--- src/rtl/serial_comp_pkg.sv ---
// Shared definitions for the serial magnitude comparator: FSM state type
// and the default operand width.
package serial_comp_pkg;

    localparam int unsigned DEFAULT_WIDTH = 8;

    typedef enum logic [1:0] {
        IDLE  = 2'd0,
        SHIFT = 2'd1,
        DONE  = 2'd2
    } state_e;

endpackage

--- src/rtl/bit_cmp.sv ---
// Purely combinational single-bit comparator: classifies one a/b bit pair
// as greater, equal or less. Exactly one output is high for any input.
module bit_cmp (
    input  logic a_i,
    input  logic b_i,
    output logic gt_o,
    output logic eq_o,
    output logic lt_o
);

    // One-hot decision for the current bit pair
    always_comb begin
        gt_o = a_i & ~b_i;
        lt_o = ~a_i & b_i;
        eq_o = ~(a_i ^ b_i);
    end

endmodule

--- src/rtl/serial_mag_comp.sv ---
// Serial magnitude comparator. Operands arrive MSB first as bit pairs under
// a valid/ready handshake; once all WIDTH pairs are consumed the result is
// registered on o1 (A > B), o2 (A == B), o3 (A < B) and done pulses once.
//
// Optional feature macro: SERIAL_COMP_EARLY_TERM_EN -- when defined, the
// transfer that first distinguishes A from B ends the operation at once and
// the remaining bit pairs are not consumed.
module serial_mag_comp
    import serial_comp_pkg::*;
#(
    parameter int unsigned WIDTH = DEFAULT_WIDTH
) (
    input  logic clk,
    input  logic rst_n,
    input  logic start,
    input  logic bit_valid,
    input  logic a_bit,
    input  logic b_bit,
    output logic bit_ready,
    output logic busy,
    output logic done,
    output logic o1,
    output logic o2,
    output logic o3
);

    localparam int unsigned CntW = $clog2(WIDTH + 1);
    localparam logic [CntW-1:0] LastIdx = CntW'(WIDTH - 1);

    state_e          state_q;
    logic [CntW-1:0] cnt_q, cnt_d;
    logic            gt_q, gt_d;
    logic            lt_q, lt_d;
    logic            bit_ready_q, busy_q, done_q;
    logic            o1_q, o2_q, o3_q;

    logic            bit_gt, bit_eq, bit_lt;
    logic            first_diff;
    logic            finish;
    logic            xfer;

    bit_cmp u_bit_cmp (
        .a_i  (a_bit),
        .b_i  (b_bit),
        .gt_o (bit_gt),
        .eq_o (bit_eq),
        .lt_o (bit_lt)
    );

    // Next values of counter and sticky flags for an accepted bit pair
    always_comb begin
        xfer       = bit_valid & bit_ready_q;
        // Only the most significant differing bit decides the result
        first_diff = ~gt_q & ~lt_q & ~bit_eq;
        gt_d       = gt_q | (first_diff & bit_gt);
        lt_d       = lt_q | (first_diff & bit_lt);
        cnt_d      = cnt_q + CntW'(1);
`ifdef SERIAL_COMP_EARLY_TERM_EN
        finish     = (cnt_q == LastIdx) | first_diff;
`else
        finish     = (cnt_q == LastIdx);
`endif
    end

    // Control FSM with registered handshake, status and result outputs
    always_ff @(posedge clk or negedge rst_n) begin
        if (!rst_n) begin
            state_q     <= IDLE;
            cnt_q       <= '0;
            gt_q        <= 1'b0;
            lt_q        <= 1'b0;
            bit_ready_q <= 1'b0;
            busy_q      <= 1'b0;
            done_q      <= 1'b0;
            o1_q        <= 1'b0;
            o2_q        <= 1'b1;
            o3_q        <= 1'b0;
        end else begin
            done_q <= 1'b0;
            unique case (state_q)
                IDLE, DONE: begin
                    if (start) begin
                        state_q     <= SHIFT;
                        cnt_q       <= '0;
                        gt_q        <= 1'b0;
                        lt_q        <= 1'b0;
                        bit_ready_q <= 1'b1;
                        busy_q      <= 1'b1;
                        o1_q        <= 1'b0;
                        o2_q        <= 1'b1;
                        o3_q        <= 1'b0;
                    end else begin
                        state_q <= IDLE;
                    end
                end
                SHIFT: begin
                    // start is deliberately ignored here
                    if (xfer) begin
                        cnt_q <= cnt_d;
                        gt_q  <= gt_d;
                        lt_q  <= lt_d;
                        if (finish) begin
                            state_q     <= DONE;
                            bit_ready_q <= 1'b0;
                            busy_q      <= 1'b0;
                            done_q      <= 1'b1;
                            o1_q        <= gt_d;
                            o2_q        <= ~gt_d & ~lt_d;
                            o3_q        <= lt_d;
                        end
                    end
                end
                default: begin
                    state_q     <= IDLE;
                    bit_ready_q <= 1'b0;
                    busy_q      <= 1'b0;
                end
            endcase
        end
    end

    assign bit_ready = bit_ready_q;
    assign busy      = busy_q;
    assign done      = done_q;
    assign o1        = o1_q;
    assign o2        = o2_q;
    assign o3        = o3_q;

endmodule

--- config.mk ---
export PLATFORM = sky130hd
export DESIGN_NAME = serial_mag_comp
export DESIGN_NICKNAME = d
export VERILOG_FILES = /design/src/rtl/serial_comp_pkg.sv /design/src/rtl/bit_cmp.sv /design/src/rtl/serial_mag_comp.sv
export SDC_FILE = /design/constraint.sdc
export NUM_CORES = 1
export LEC_CHECK = 0
export ABC_AREA = 0
export CAP_MARGIN = 20
export CORE_MARGIN = 5
export CORE_UTILIZATION = 36
export CTS_CLUSTER_DIAMETER = 60
export CTS_CLUSTER_SIZE = 24
export DETAILED_ROUTE_END_ITERATION = 16
export HOLD_SLACK_MARGIN = 0.08
export PLACE_DENSITY = 0.62
export SETUP_SLACK_MARGIN = 0.1
export SLEW_MARGIN = 20
export SYNTH_ARGS = -nofsm -noshare
export SYNTH_HDL_FRONTEND = slang
export SYNTH_SLANG_ARGS = --single-unit
--- constraint.sdc ---
create_clock -name clk -period 3 [get_ports clk]
set_input_delay 0.3 -clock clk [delete_from_list [all_inputs] [get_ports clk]]
set_output_delay 0.3 -clock clk [all_outputs]
set_load 0.005 [all_outputs]
==> results of run 1 <==
==> synthesized netlist by cell type <==
library cell	count
clkbuf_1	2
a21oi_1	2
dfstp_2	1
buf_4	1
o211ai_1	1
inv_1	6
o31a_1	1
nor2b_1	2
o31ai_1	1
nand4b_1	1
nor2_2	1
dfrtp_1	12
nand2b_1	1
or3_1	1
nor3_1	1
nand3b_1	1
nand3_1	4
nand2_1	7
o21ai_0	8
ha_1	3
mux2i_1	3
nor2_1	4
==> cell usage in the layout, fill, tap and decap left out, types with 2 or more instances in the layout <==
cell type	n
o21ai_0	8
ha_1	3
clkdlybuf4s50_1	11
nor2_1	4
nand2_1	7
nor2b_1	2
inv_1	6
a21oi_1	2
nand3_1	4
clkbuf_4	3
mux2i_1	3
dfrtp_1	12
==> cell families after synthesis <==
family	synth area share
buffers and inverters	0.0606
adders and majority gates	0.0606
and+or+nand+nor	0.184
AOI/OAI and AO/OA	0.119
muxes	0.0485
DFF	0.527
==> state kept, by name, summed over array words and instances, names as in the netlist <==
register and flops:
cnt_q 4, state_q 2, busy 1, done 1, gt_q 1, lt_q 1
o1 1, o2 1, o3 1
==> worst max-delay path, delay by kind of cell <==
kind / cells / cell delay, ps
buf+inv: 1 / 500
compound gates: 1 / 140
simple gates: 2 / 900
==> path summary, 6_finish.rpt <==
path	from	end	cells after the start
min	rst_n	cnt_q[1]	1
min reg2reg	o3	o3	2
max	bit_valid	cnt_q[3]	4
max reg2reg	state_q[1]	cnt_q[3]	3
max in group asynchronous	rst_n	o2	1
min in group clk	o3	o3	2
==> through the flow <==
step | cell area (um^2) | std cells | hold WS [ps] | setup slack, ps
floorplan | 619 | 64 | 4.41 | 1830
global placement | 736 | 89 | 510 | 1110
detailed placement | 736 | 89 | 509 | 1080
CTS | 762 | 93 | 404 | 1370
global route | 762 | 93 | 424 | 1170
finish | 762 | 93 | 391 | 1350
==> area by class of cell <==
cell class	instances	area [um^2]
fill	161	927
sequential	13	327
multi-input combinational	42	255
timing repair buffer	11	110
clock buffer	4	26.3
inverter	6	22.5
tap	17	21.3
==> layer usage <==
metal | track usage | vias up
met4 | 0.0917 | 0
met2 | 0.159 | 8
met1 | 0.122 | 231
met5 | 0 | -
li1 | - | 240
met3 | 0.0233 | 2
==> power groups by stage <==
stage / combinational [mW] / sequential, mW / clock [mW]
floorplan: 0.113 / 0.269 / 0
global placement: 0.171 / 0.275 / 0
detailed placement: 0.173 / 0.277 / 0
CTS: 0.174 / 0.273 / 0.110
global route: 0.203 / 0.281 / 0.118
finish: 0.170 / 0.273 / 0.104
==> qor.txt, run 1 <==
status: finished, final reports clean
P&R area growth vs syn: 23.0%
post-cts resize count: 0
vias per inst: 5.17
vias in the first global route: 480
area of the mapped netlist: 619 um^2
# Post-CTS Setup Buffers: 0
initial antenna violation count: 0
Ant. Diodes: 0
Die H: 51.5 um
Crit Path Class: primary input to flip-flop
final WL: 1090 um
WP data required: 3200 ps
Initial Util: 0.367
Top Ports: 12
gr ovfl total: 0
Fmax achieved: 0.607 GHz
syn_nets: 73
sw power: 0.179 mW
Yosys top cell by area: dfrtp_1
number of buffers created by CTS: 3
DP Wirelength: 872 um
fraction of layout cells with a size suffix above 1: 0.0658
CTS tree: done
Yosys reg bits: 13
CP endpoint kind: flip-flop
top routing layer used: met4
Cell Rows: 15
Longest Clk Path Bufs: 2
Met1 Routed Length: 484 um
DRT antenna net count: 0
Max stage delay on crit path: 500 ps
DR WL/cell: 11.7 um
setup TNS: 0 ps
met2 routed WL: 533 um
final core utilization: 0.451
clk slew on worst S/H paths: 80 ps
CTS HTree Levels: 1
peak supply drop: 0.224 mV
core area: 1690 um^2
Final Cycle Share: 0.550
Worst path slowest cell: clkdlybuf4s50_1
all-layer global routing usage: 0.105
class of the worst hold path: primary input to asynchronous set/reset pin
top-area cell type share of the netlist area: 0.485
sw frac: 0.327
crit path DAT: 1840 ps
Synthesis Warnings: 0
largest net degree at the start of global routing: 14
clock skew: 1.02 ps
Routed met3 length: 43 um
CTS root buf: clkbuf_4
CTS Sinks: 13
Synth Instances: 64
Seq pwr share: 0.499
power per cell area: 718 nW/um^2
first-pass GRT wire length: 1990 um
Net count, final: 86
vias post-DR: 481
headroom to the max-slew limit: 0.624
fin. max-slew vios: 0
initial detailed-routing violation count: 5
hold_buf cts: 0
final-report setup violation count: 0
crit path cell chain: clkdlybuf4s50_1 -> nand4b_1 -> or3_1 -> a21oi_1
clock network fraction of total power: 0.190
Max FO, Critical Path: 13
post-synthesis sequential area ratio: 0.527
Final Hold Vio Count: 0
Final Critical Period: 1650 ps
largest cells by area after synthesis: dfrtp_1 (48%), o21ai_0 (6.5%), ha_1 (6.1%)
Worst-Skew Late Latency: 260 ps
combinational power share: 0.311
Startpoint Class: primary input
Int Pwr: 0.368 mW
total power: 0.547 mW
die area: 2650 um^2
syn avg cell area: 9.68 um^2
DRC viols: 0
unrepaired setup endpoints after global routing: false
PortBufs: 11
Leak: 0.327 nW
global placement routability congestion: 0.735
first drt pass iteration count: 4
synth unique cells: 22
FF-to-FF setup slack: 1420 ps
die width: 51.5 um
max_cap viols: 0
Least-Margin Pin Slew: 562 ps
(Power assumes the default switching activity.)
==> run 2: changes to the inputs <==
- PLACE_DENSITY: 0.62 -> 0.64
- clock period: 3 -> 1.5 ns (I/O delays scaled with it)
==> run 2 against run 1 <==
Hold slack got worse by 220 ps. Sequential power increased by 100%. Core utilization increased by 1.9 points. Clock skew increased by 0.69 ps. Sequential share of layout area decreased by 1.8 points. Cell area increased by 4.3%. Non-clock buffer count increased by 4. Combinational power increased by 120%. Clock power increased by 110%. Total power increased by 110%. Cell count increased by 4.3%. Worst setup slack got worse by 1200 ps. Critical endpoint is now busy. Largest cell class unchanged.
==> qor.txt, run 2 (synthesis gave the netlist of run 1 again) <==
top routing layer used: met4
vias in the first global route: 491 (+2.3%)
final-report setup violation count: 0 (unchanged)
# fillers: 167 (+3.7%)
Crit Path Class: flip-flop to output port
CTS root buf: clkbuf_4
DP Worst Slack: -58.0 ps (-1140 ps)
Least-Margin Pin Slew: 297 ps (-266 ps)
first drt pass iteration count: 4 (unchanged)
P&R area growth vs syn: 28.3%
CP endpoint kind: output port
die width: 51.5 um (unchanged)
Ant. Diodes: 0 (unchanged)
peak supply drop: 0.610 mV (+170%)
Multi-input gate area: 255 um^2 (unchanged)
hold_buf cts: 0 (unchanged)
fin. max-slew vios: 0 (unchanged)
number of buffers created by CTS: 3 (unchanged)
initial antenna violation count: 0 (unchanged)
all-layer global routing usage: 0.105 (unchanged)
DR WL/cell: 12.3 um (+5.0%)
CTS HTree Levels: 1 (unchanged)
crit path DAT: 1190 ps (-650 ps)
Die H: 51.5 um (unchanged)
Routed met3 length: 48 um (+12%)
PortBufs: 11 (unchanged)
Worst-Skew Late Latency: 270 ps (about the same)
status: finished, final reports clean
DRC viols: 0 (unchanged)
met2 routed WL: 583 um (+9.4%)
crit path cell chain: clkdlybuf4s50_1
unrepaired setup endpoints after global routing: true
final WL: 1190 um (+9.6%)
CTS Sinks: 13 (unchanged)
Final Cycle Share: 0.895
Fmax achieved: 0.745 GHz
largest reg by FF count: cnt_q
delay-heaviest family, CP: buffers and inverters
Top Ports: 12 (unchanged)
Max FO, Critical Path: 5 (-8)
max_cap viols: 0 (unchanged)
Final Non-Filler Cells: 97 (+4.3%)
core area: 1690 um^2 (unchanged)
number of flip-flops under the largest register name: 4 (unchanged)
gr ovfl total: 0 (unchanged)
Cell Rows: 15 (unchanged)
power per cell area: 1430 nW/um^2 (+100%)
initial detailed-routing violation count: 12 (+7)
post-route cell area: 795 um^2 (+4.3%)
headroom to the max-slew limit: 0.802 (+0.178)
Final WS setup: 157 ps (-1190 ps)
placed cell area: 766 um^2 (+4.1%)
dpl cells: 93 (+4.5%)
Met1 Routed Length: 527 um (+8.9%)
CP bufs+invs: 1 (unchanged)
final core utilization: 0.470 (+0.0193)
Initial Util: 0.367 (unchanged)
Longest Clk Path Bufs: 2 (unchanged)
vias post-DR: 490 (+1.9%)
Worst path slowest cell: clkdlybuf4s50_1
largest net degree at the start of global routing: 14 (unchanged)
Final Hold Vio Count: 0 (unchanged)
clk slew on worst S/H paths: 80 ps (about the same)
setup TNS: 0 ps (unchanged)
Startpoint Class: flip-flop
first-pass GRT wire length: 2020 um (+1.4%)
class of the worst hold path: primary input to asynchronous set/reset pin
CTS tree: done
Leak: 0.346 nW (+5.7%)
Max stage delay on crit path: 520 ps (+20 ps)
clock skew: 1.71 ps (+0.688 ps)
DRT antenna net count: 0 (unchanged)
biggest regs: cnt_q: 4 flops, state_q: 2 flops
global placement routability congestion: 0.694 (-5.6%)
Net count, final: 90 (+4.7%)
WP data required: 1350 ps (-1850 ps)
die area: 2650 um^2 (unchanged)
commonest cells after routing, fill and taps aside: dfrtp_1 (12), clkdlybuf4s50_1 (10), o21ai_0 (8)
sequential cell area: 327 um^2 (unchanged)
DP Wirelength: 891 um (+2.2%)
fraction of layout cells with a size suffix above 1: 0.113 (+0.0467)
most common cell after layout, fill and taps aside: dfrtp_1
vias per inst: 5.05 (-2.3%)
Final Critical Period: 1340 ps
-- run 2: cell count changes in the layout (fill, tap and decap cells not counted) --
cell,before,now
dlygate4sd2_1,0,1
buf_4,0,3
clkdlybuf4s50_1,11,10
buf_6,0,1
-- run 2: where the power goes --
group | total [mW] | internal [mW] | switching, mW | leakage, nW
logic | 0.374 | 0.196 | 0.178 | 0.170
clock network | 0.218 | 0.103 | 0.115 | 0.0150
registers | 0.547 | 0.459 | 0.0882 | 0.161
-- run 2: path summary, 6_finish.rpt --
| kind | start | to | slack, ps | cells after the start |
|---|---|---|---|---|
| max reg2reg | state_q[1] | cnt_q[2] | 200 | 4 |
| max | busy | busy | 160 | 1 |
| min reg2reg | cnt_q[0] | cnt_q[0] | 530 | 1 |
| min | rst_n | busy | 170 | 2 |
| min in group clk | cnt_q[0] | cnt_q[0] | 530 | 1 |
| max in group asynchronous | rst_n | o2 | 1090 | 2 |
-- run 2: metal layers --
layer / up-vias / GRT usage
met5: - / 0
met4: 0 / 0.0786
met3: 4 / 0.0117
met2: 11 / 0.195
met1: 228 / 0.104
li1: 247 / -
-- run 2: what timing repair did --
item / in CTS / in global routing
resized for setup: 1 / 1
cloned: 0 / 0
setup endpoints to repair: 1 / 3
buffers inserted: 0 / 0
-- run 2: layout make-up --
| cell class | instances | share of cell area |
|---|---|---|
| Sequential cell | 13 | 0.411 |
| Multi-Input combinational cell | 42 | 0.321 |
| Timing Repair Buffer | 15 | 0.180 |
| Clock buffer | 4 | 0.0331 |
| Inverter | 6 | 0.0283 |
| Tap cell | 17 | 0.0268 |
-- run 2: per-stage QoR --
stage               hold WS (ps)  total power [mW]
CTS                          185              1.14
floorplan                   -146             0.764
global placement             475             0.913
global route                 188              1.23
detailed placement           468             0.925
finish                       175              1.14
==> run 3: changes to the inputs <==
- CTS_CLUSTER_SIZE: 24 -> 30
==> results of run 3 <==
No change in the layout: final DEF, timing and power equal those of run 2.
